$ cat config.mk
export PLATFORM = sky130hd
export DESIGN_NAME = oam_dma
export DESIGN_NICKNAME = d
export VERILOG_FILES = /design/src/rtl/oam_dma_pkg.sv /design/src/rtl/oam_dma.sv
export SDC_FILE = /design/constraint.sdc
export NUM_CORES = 1
export LEC_CHECK = 0
export BUFFER_PORTS_ARGS = -buffer_cell sky130_fd_sc_hd__buf_2
export CORE_UTILIZATION = 48
export DETAILED_ROUTE_END_ITERATION = 8
export GPL_TIMING_DRIVEN = 0
export PLACE_DENSITY_LB_ADDON = 0.08
export SLEW_MARGIN = 15
export SYNTH_ARGS = -nofsm -noshare
export SYNTH_HDL_FRONTEND = slang
export SYNTH_SLANG_ARGS = --single-unit
$ cat constraint.sdc
create_clock -name clk -period 1.8 [get_ports clk]
set_input_delay 0.36 -clock clk [delete_from_list [all_inputs] [get_ports clk]]
set_output_delay 0.36 -clock clk [all_outputs]
set_load 0.05 [all_outputs]
$ cat src/rtl/oam_dma_pkg.sv
// Shared video-block definitions used by the OAM DMA engine.
//   DMA_REG_ADDR : CPU address of the DMA page register (decoded upstream)
//   OAM_LOC      : base address of sprite attribute memory
//   OAM_SIZE     : bytes in the sprite attribute table
//   DmaState     : DMA engine state encoding (also exported for debug)
//   echo_remap   : folds echo-RAM pages (0xE0-0xFF) onto work RAM
package oam_dma_pkg;

  localparam logic [15:0] DMA_REG_ADDR = 16'hFF46;
  localparam logic [15:0] OAM_LOC      = 16'hFE00;
  localparam int          OAM_SIZE     = 160;

  typedef enum logic [1:0] {
    DMA_IDLE,
    DMA_DELAY,
    DMA_RD,
    DMA_WR
  } DmaState;

  // Pages 0xE0-0xFF mirror 0xC0-0xDF, so the engine reads the real RAM.
  function automatic logic [7:0] echo_remap(input logic [7:0] page);
    return (page >= 8'hE0) ? (page - 8'h20) : page;
  endfunction

endpackage

$ cat src/rtl/oam_dma.sv
// OAM DMA engine: a write of page byte N copies OAM_BYTES bytes from
// N*0x100 into OAM_BASE.., one bus read then one bus write per byte.
// Ports:
//   clk, reset_n          clock, asynchronous active-low reset
//   reg_wr_en, reg_wdata  DMA register write strobe and page byte
//   reg_rdata             last value written to the DMA register
//   mst_req/we/addr/wdata bus master request (held until mst_ack)
//   mst_ack, mst_rdata    bus completion and read data
//   dma_active            transfer in progress (bus arbiter lockout)
//   dma_done              one-cycle pulse after the last OAM write
//   dbg_state             current engine state
//
// Bus handshake: a request is presented by holding mst_req high with
// mst_we/mst_addr/mst_wdata stable; it completes in the cycle mst_ack is
// sampled high. mst_ack with mst_req low is ignored; waits are unbounded.
module oam_dma
  import oam_dma_pkg::*;
#(
  parameter logic [15:0] OAM_BASE    = OAM_LOC,
  parameter int          OAM_BYTES   = OAM_SIZE,
  parameter int          START_DELAY = 1
) (
  input  logic        clk,
  input  logic        reset_n,
  input  logic        reg_wr_en,
  input  logic [7:0]  reg_wdata,
  output logic [7:0]  reg_rdata,
  output logic        mst_req,
  output logic        mst_we,
  output logic [15:0] mst_addr,
  output logic [7:0]  mst_wdata,
  input  logic        mst_ack,
  input  logic [7:0]  mst_rdata,
  output logic        dma_active,
  output logic        dma_done,
  output DmaState     dbg_state
);

  localparam logic [7:0] LAST_IDX   = 8'(OAM_BYTES - 1);
  localparam logic [7:0] DELAY_INIT = 8'(START_DELAY);
  // With no start delay a (re)start goes straight to the first read.
  localparam DmaState    START_STATE = (START_DELAY == 0) ? DMA_RD : DMA_DELAY;

  DmaState    state, state_nxt;
  logic [7:0] src_page;   // remapped page from the most recent register write
  logic [7:0] cur_page;   // page used by the running transfer
  logic [7:0] index;
  logic [7:0] delay_cnt;
  logic [7:0] byte_buf;
  logic       pending;    // restart requested while a bus transaction was open

  logic       restart, idx_inc, cnt_dec, latch, done_set;

  always_ff @(posedge clk or negedge reset_n) begin
    if (!reset_n) state <= DMA_IDLE;
    else          state <= state_nxt;
  end

  always_comb begin
    state_nxt = state;
    restart   = 1'b0;
    idx_inc   = 1'b0;
    cnt_dec   = 1'b0;
    latch     = 1'b0;
    done_set  = 1'b0;
    mst_req   = 1'b0;
    mst_we    = 1'b0;
    mst_addr  = 16'h0000;
    mst_wdata = 8'h00;
    unique case (state)
      DMA_IDLE: begin
        if (reg_wr_en) begin
          restart   = 1'b1;
          state_nxt = START_STATE;
        end
      end
      DMA_DELAY: begin
        // No transaction open here, so a new write restarts at once.
        if (reg_wr_en) begin
          restart   = 1'b1;
          state_nxt = START_STATE;
        end else if (delay_cnt <= 8'd1) begin
          state_nxt = DMA_RD;           // count reaches zero this cycle
        end else begin
          cnt_dec = 1'b1;
        end
      end
      DMA_RD: begin
        mst_req  = 1'b1;
        mst_addr = {cur_page, index};
        if (mst_ack) begin
          if (pending || reg_wr_en) begin
            restart   = 1'b1;
            state_nxt = START_STATE;
          end else begin
            latch     = 1'b1;
            state_nxt = DMA_WR;
          end
        end
      end
      DMA_WR: begin
        mst_req   = 1'b1;
        mst_we    = 1'b1;
        mst_addr  = OAM_BASE + {8'h00, index};
        mst_wdata = byte_buf;
        if (mst_ack) begin
          // A restart wins over completion: no done pulse, stays active.
          if (pending || reg_wr_en) begin
            restart   = 1'b1;
            state_nxt = START_STATE;
          end else if (index == LAST_IDX) begin
            done_set  = 1'b1;
            state_nxt = DMA_IDLE;
          end else begin
            idx_inc   = 1'b1;
            state_nxt = DMA_RD;
          end
        end
      end
      default: state_nxt = DMA_IDLE;
    endcase
  end

  always_ff @(posedge clk or negedge reset_n) begin
    if (!reset_n) begin
      reg_rdata <= 8'h00;
      src_page  <= 8'h00;
      cur_page  <= 8'h00;
      index     <= 8'h00;
      delay_cnt <= 8'h00;
      byte_buf  <= 8'h00;
      pending   <= 1'b0;
      dma_done  <= 1'b0;
    end else begin
      dma_done <= done_set;
      if (reg_wr_en) begin
        reg_rdata <= reg_wdata;
        src_page  <= echo_remap(reg_wdata);
      end
      if (restart) begin
        index     <= 8'h00;
        delay_cnt <= DELAY_INIT;
        pending   <= 1'b0;
        // The page changes only at a (re)start so an open read keeps its address.
        cur_page  <= reg_wr_en ? echo_remap(reg_wdata) : src_page;
      end else begin
        if (reg_wr_en && (state != DMA_IDLE)) pending <= 1'b1;
        if (idx_inc) index     <= index + 8'd1;
        if (cnt_dec) delay_cnt <= delay_cnt - 8'd1;
      end
      if (latch) byte_buf <= mst_rdata;
    end
  end

  assign dma_active = (state != DMA_IDLE);
  assign dbg_state  = state;

endmodule

; After elaboration in Yosys (flattened, before gate mapping)
; Cells that the tools add are included.
[word_totals]
regBits = 52
latch_bits = 0
ram_bits = 0
rom_bits = 0
in_bits = 20
output_inout_bits = 38
wordCells = 72
mem_count = 0
[classes]
n_addsub = 4
n_mul = 0
div = 0
n_lt_le_gt_ge = 2
n_eq_ne = 8
shift = 0
n_mux = 39
bitwise_logic = 0
reduce_logical = 10
[ops]
columns = cell, n
row1 = $mux W8, 7
row2 = $pmux W16 S2, 1
row3 = $mux W1, 21
row4 = $mux W2, 8
row5 = $add A10 B9 Y11 const A, 1
row6 = $add A8 B1 Y8 const B, 1
row7 = $eq A8 B8 Y1 const B, 1
row8 = $ge A8 B8 Y1 const B, 1
row9 = $le A8 B1 Y1 const B, 1
row10 = $pmux W2 S4, 1
row11 = $reduce_bool A2 Y1, 4
row12 = $sub A8 B1 Y8 const B, 1
row13 = $sub A8 B6 Y8 const B, 1
row14 = $ne A2 B2 Y1 const B, 3
row15 = $eq A2 B2 Y1 const B, 2
row16 = $reduce_and A4 Y1, 1
row17 = $reduce_or A2 Y1, 2
row18 = $ne A3 B3 Y1 const B, 1
row19 = $eq A2 B1 Y1 const B, 1
row20 = $logic_not A2 Y1, 1
row21 = $pmux W1 S2, 1
row22 = $logic_and A1 B1 Y1, 1
row23 = $logic_or A1 B1 Y1, 1

; Depth between registers and ports, before layout
[logic_depth]
word_depth = 7
depth_mapped = 6
mapped_depth_nobuf = 6

; Least setup slack after synthesis
; No wires, ideal clock.
[synth_path]
path_kind = reg2out
from = register state[1] (netlist: dbg_state[1])
to = output port mst_addr[4]
arrival_ns = 1.815
setup_slack_ns = -0.375
stages_incl_launch_ff = 5
path_buffers = 3
path_cell_list = dfrtp_1 -> buf_4 -> clkbuf_1 -> clkbuf_1 -> and2_1
[synth_between]
elab_chain_len = 2
[synth_rtl]
columns = element, line
row1 = "start, declared", oam_dma.sv:44  ; DmaState state, state_nxt;
row2 = "start signal, assigned", oam_dma.sv:56  ; else state <= state_nxt;
row3 = $eq A2 B2 Y1, oam_dma.sv:70  ; unique case (state)
row4 = $pmux W16 S2 (*), oam_dma.sv:70
row5 = "end, declared", oam_dma.sv:30  ; output logic [15:0] mst_addr,
; Mark *: on every way between the ends. The rest lies on a longest branch, timed or not.

; Worst setup path in the final report
[layout_path]
from = register pending
to = register index[5]
[layout_between]
elab_chain_len = 5
[layout_rtl]
columns = element, line
row1 = "start, declared", oam_dma.sv:50  ; logic pending;
row2 = "start signal, assigned", oam_dma.sv:132  ; pending <= 1'b0;
row3 = "start signal, assigned", oam_dma.sv:143  ; pending <= 1'b0;
row4 = "start signal, assigned", oam_dma.sv:147  ; if (reg_wr_en && (state != DMA_IDLE)) pending <= 1'b1;
row5 = $logic_or A1 B1 Y1 (*), "oam_dma.sv:92, oam_dma.sv:108"
row6 = $mux W1 (on tied branches), "oam_dma.sv:92, oam_dma.sv:108"
row7 = $mux W1, oam_dma.sv:106  ; if (mst_ack) begin
row8 = $pmux W1 S2 / $mux W1 (equally long branches), oam_dma.sv:70
row9 = $mux W8 / $reduce_bool A2 Y1 (equally long branches), --
row10 = "end signal, assigned", oam_dma.sv:148  ; if (idx_inc) index <= index + 8'd1;
row11 = "end, declared", oam_dma.sv:47  ; logic [7:0] index;
; Marked as above.
; A chain may end at the register's enable or synchronous reset.

==> summary.txt <==
Run status
  – Status: finished, violations left
  – Failing checks: setup timing

Power and ir drop
  – Clock Power Share: 18.2%
  – VDD IR max: 640 uV
  – Total power: about 4.8 mW
  – Combinational cell fraction of total power: 49.6%
  – Flop pwr share: 32.2%
  – Net Sw Power: ~1.9 mW
  – Pwr dens: roughly 1400 mW/mm^2
  – Leakage: 1.67 nW
  – Cell-internal power: about 2.9 mW
  – Sw Ratio: between 40% and 50%

Worst setup path
  – Worst setup SP type: register
  – Most used cell, CP: or4_4
  – CP arrival: 2090 ps
  – CP Capture Type: register
  – CP required: 2020 ps
  – Slowest CP cell: or4_4
  – CP Class: reg2reg
  – Crit path cell chain: or2_1 > or4_4 > or4_4 > a21oi_2
  – Slowest stage delay, CP: 590 ps
  – Worst-path maximum fanout: 6

Hold path
  – Hold WC Path Type: in2async

Synthesis
  – Synth warn: 0
  – Syn Inst Count: about 250
  – Most used DFF post-synth: dfrtp_1
  – FF+latch count, synth: 52
  – Register area share after synthesis: 50.7%
  – Ys async rst share: 100%
  – Syn Nets: 272
  – Post-synth EDFFs: 0
  – Distinct cell type count after synthesis: 44
  – Syn Area/Cell: 10.3 um^2
  – Mapped Area: ~0.0026 mm^2

Clock tree
  – Insertion delay to the later sink of the worst-skew pair: 300 ps
  – Clock slew at reported path FFs: approximately 90 ps
  – Num CTS Buffers: 5
  – Clock sinks: between 50 and 60
  – Clock root cell: clkbuf_8
  – H-tree depth: 2
  – Clock buffer depth: 2
  – CTS tree: done

GRT
  – Tot GR Track Use: 20.2%
  – Initial antenna violation count: 0
  – Pin count of the biggest net entering global routing: 53
  – Vias in the first global route: approximately 1.8k
  – First-pass GRT wire length: approximately 8.6 mm
  – Gr ovfl total: 0

STA
  – Max Freq: 537 MHz
  – RSZ-0062 raised after global routing: true
  – Final worst-path cycle share: 103%
  – Fin Hold WS: between 80 and 90 ps
  – Final setup margin: -61.5 ps
  – Final hold violation count: 0
  – Clock Skews: 12.5 ps
  – Post-route minimum period: 1860 ps
  – Worst slew margin: 56.5%
  – Final setup vio count: 3
  – Slew Limit Fails: 0
  – Setup TNS: -119 ps
  – Worst Tran Pin Value: 653 ps

Placed design
  – Dpl cells: around 380
  – DP HPWL: around 3.7 mm
  – Routability congestion estimate: 0.795
  – Port Buffers: 57
  – Placed inst area: roughly 0.003 mm^2

Cells and area
  – Layout net count: 347
  – Ratio of cells with drive above 1 in the final layout: between 40 and 50%
  – Design Area, Final: 0.00343 mm^2
  – Commonest cells after routing, fill and taps aside: 50 x dfrtp_1, 35 x buf_2, 21 x inv_1
  – # diodes: 0
  – Fill cell count: ~440
  – Area growth syn-to-layout: 33.5%
  – Commonest non-fill, non-tap cell in the layout: dfrtp_1
  – Non-filler cells in the finished layout: 394
  – Area used by multi-input combinational logic: between 0.001 and 0.0015 mm^2
  – Reg area: 0.00130 mm^2

Floorplan
  – Core area: 0.00514 mm^2
  – Chip Height: about 75 um
  – Num rows: 26
  – Initial Util: 49.9%
  – IO Pins: 58
  – Die area: approximately 0.0056 mm^2
  – Die X-Extent: 75.1 um

Route
  – Routed Antenna Nets: 0
  – Initial DRC Count: 144
  – Wirelength per Cell: 14.1 um
  – Final WL: 5.54 mm
  – Detailed-route via count: 2022
  – Drt drc: 0
  – DR vias/cell: 5.13
  – Drt first pass iters: 4

Job
  – Maxcap violations: 0
## power by group through the flow
stage                     logic [mW]  registers [mW]  clock network [mW]
after global placement          1.94            1.53                   0
after global routing            2.50            1.57               0.924
after floorplan                 1.39            1.64                   0
after CTS                       2.20            1.54               0.879
after detailed placement        1.95            1.54                   0
final                           2.37            1.54               0.869
## synthesized netlist by cell type, drive strengths merged (3+ instances only)
cell type	count	area share (%)
and3	8	2.0
nor2	9	1.3
a21oi	10	2.0
o21ai	17	3.3
clkbuf	10	1.5
nor4	3	0.97
nand2	18	2.6
dfrtp	52	51
inv	21	3.1
ha	4	2.0
nor3	4	0.78
nand3	10	2.0
or3	3	0.73
buf	4	0.97
or4	5	1.6
or3b	4	1.5
o21a	7	2.0
o31ai	4	1.2
mux2i	4	1.6
or2	4	0.98
and2	10	2.4
mux2	19	9.5
## state kept, by name (all words and copies together) (netlist names), 2 cells and up
name,count
byte_buf,8
cur_page,8
dbg_state,2
delay_cnt,8
index,8
reg_rdata,8
src_page,8
## worst max-delay path, delay by kind of cell (launching register included)
kind	cells	cell delay [ps]
AND/OR/NAND/NOR	3	1260
flip-flops	1	400
AO/OA/AOI/OAI	1	140
## per-layer routing
layer | part of all wire, % | wire, um | GRT usage, %
met1 | 49 | 2710 | 27.3
met2 | 48 | 2660 | 34.5
met3 | 2.5 | 141 | 2.81
met4 | 0.40 | 22 | 5.03
met5 | 0 | 0 | 0
## area by class of cell
| type | instances | area share, % |
|---|---|---|
| flip-flops and latches | 52 | 38.1 |
| multi-input cells | 161 | 35.8 |
| repair buffers | 69 | 14.2 |
| plain buffers | 13 | 3.36 |
| clock buffers | 7 | 2.81 |
| well taps | 70 | 2.56 |
| inverters | 21 | 2.30 |
| clock inverters | 1 | 0.877 |
## path summary, 6_finish.rpt
path | from | endpoint | slack [ps] | cells after the start
min in group clk | reg_wdata[2] | reg_rdata[2] | 290 | 3
hold reg to reg | reg_rdata[6] | reg_rdata[6] | 510 | 1
setup / recovery | pending | index[5] | -60 | 4
setup reg to reg | pending | index[5] | -60 | 4
hold / removal | reset_n | byte_buf[7] | 80 | 1
max in group asynchronous | reset_n | dbg_state[0] | 1250 | 1
## timing repair
| action | CTS | global route |
|---|---|---|
| pin swaps | 1 | 5 |
| cloned | 0 | 1 |
| buffers inserted | 6 | 5 |
| setup endpoints to repair | 42 | 46 |
| gates resized for setup | 38 | 37 |
| hold buffers | 0 | 0 |
## stage by stage
| stage | worst slack (ps) | util (%) |
|---|---|---|
| global route | -128 | 66.7 |
| global placement | -382 | 57.9 |
| finish | -61.5 | 66.7 |
| detailed placement | -391 | 57.9 |
| floorplan | -25.5 | - |
| CTS | -74.8 | 63.7 |
## logic make-up (layout without fill, tap and decap cells)
group	count (synthesis)	in the layout	synth area share [%]
DFF	52	52	50.7
adders and majority gates	4	4	1.95
buffers and inverters	35	111	5.51
AOI/OAI and AO/OA	47	47	11.3
muxes	23	23	11.1
and+or+nand+nor	84	84	18.4
xor gates and xnor gates	3	3	1.02
Power figures use the tool's default switching activity.
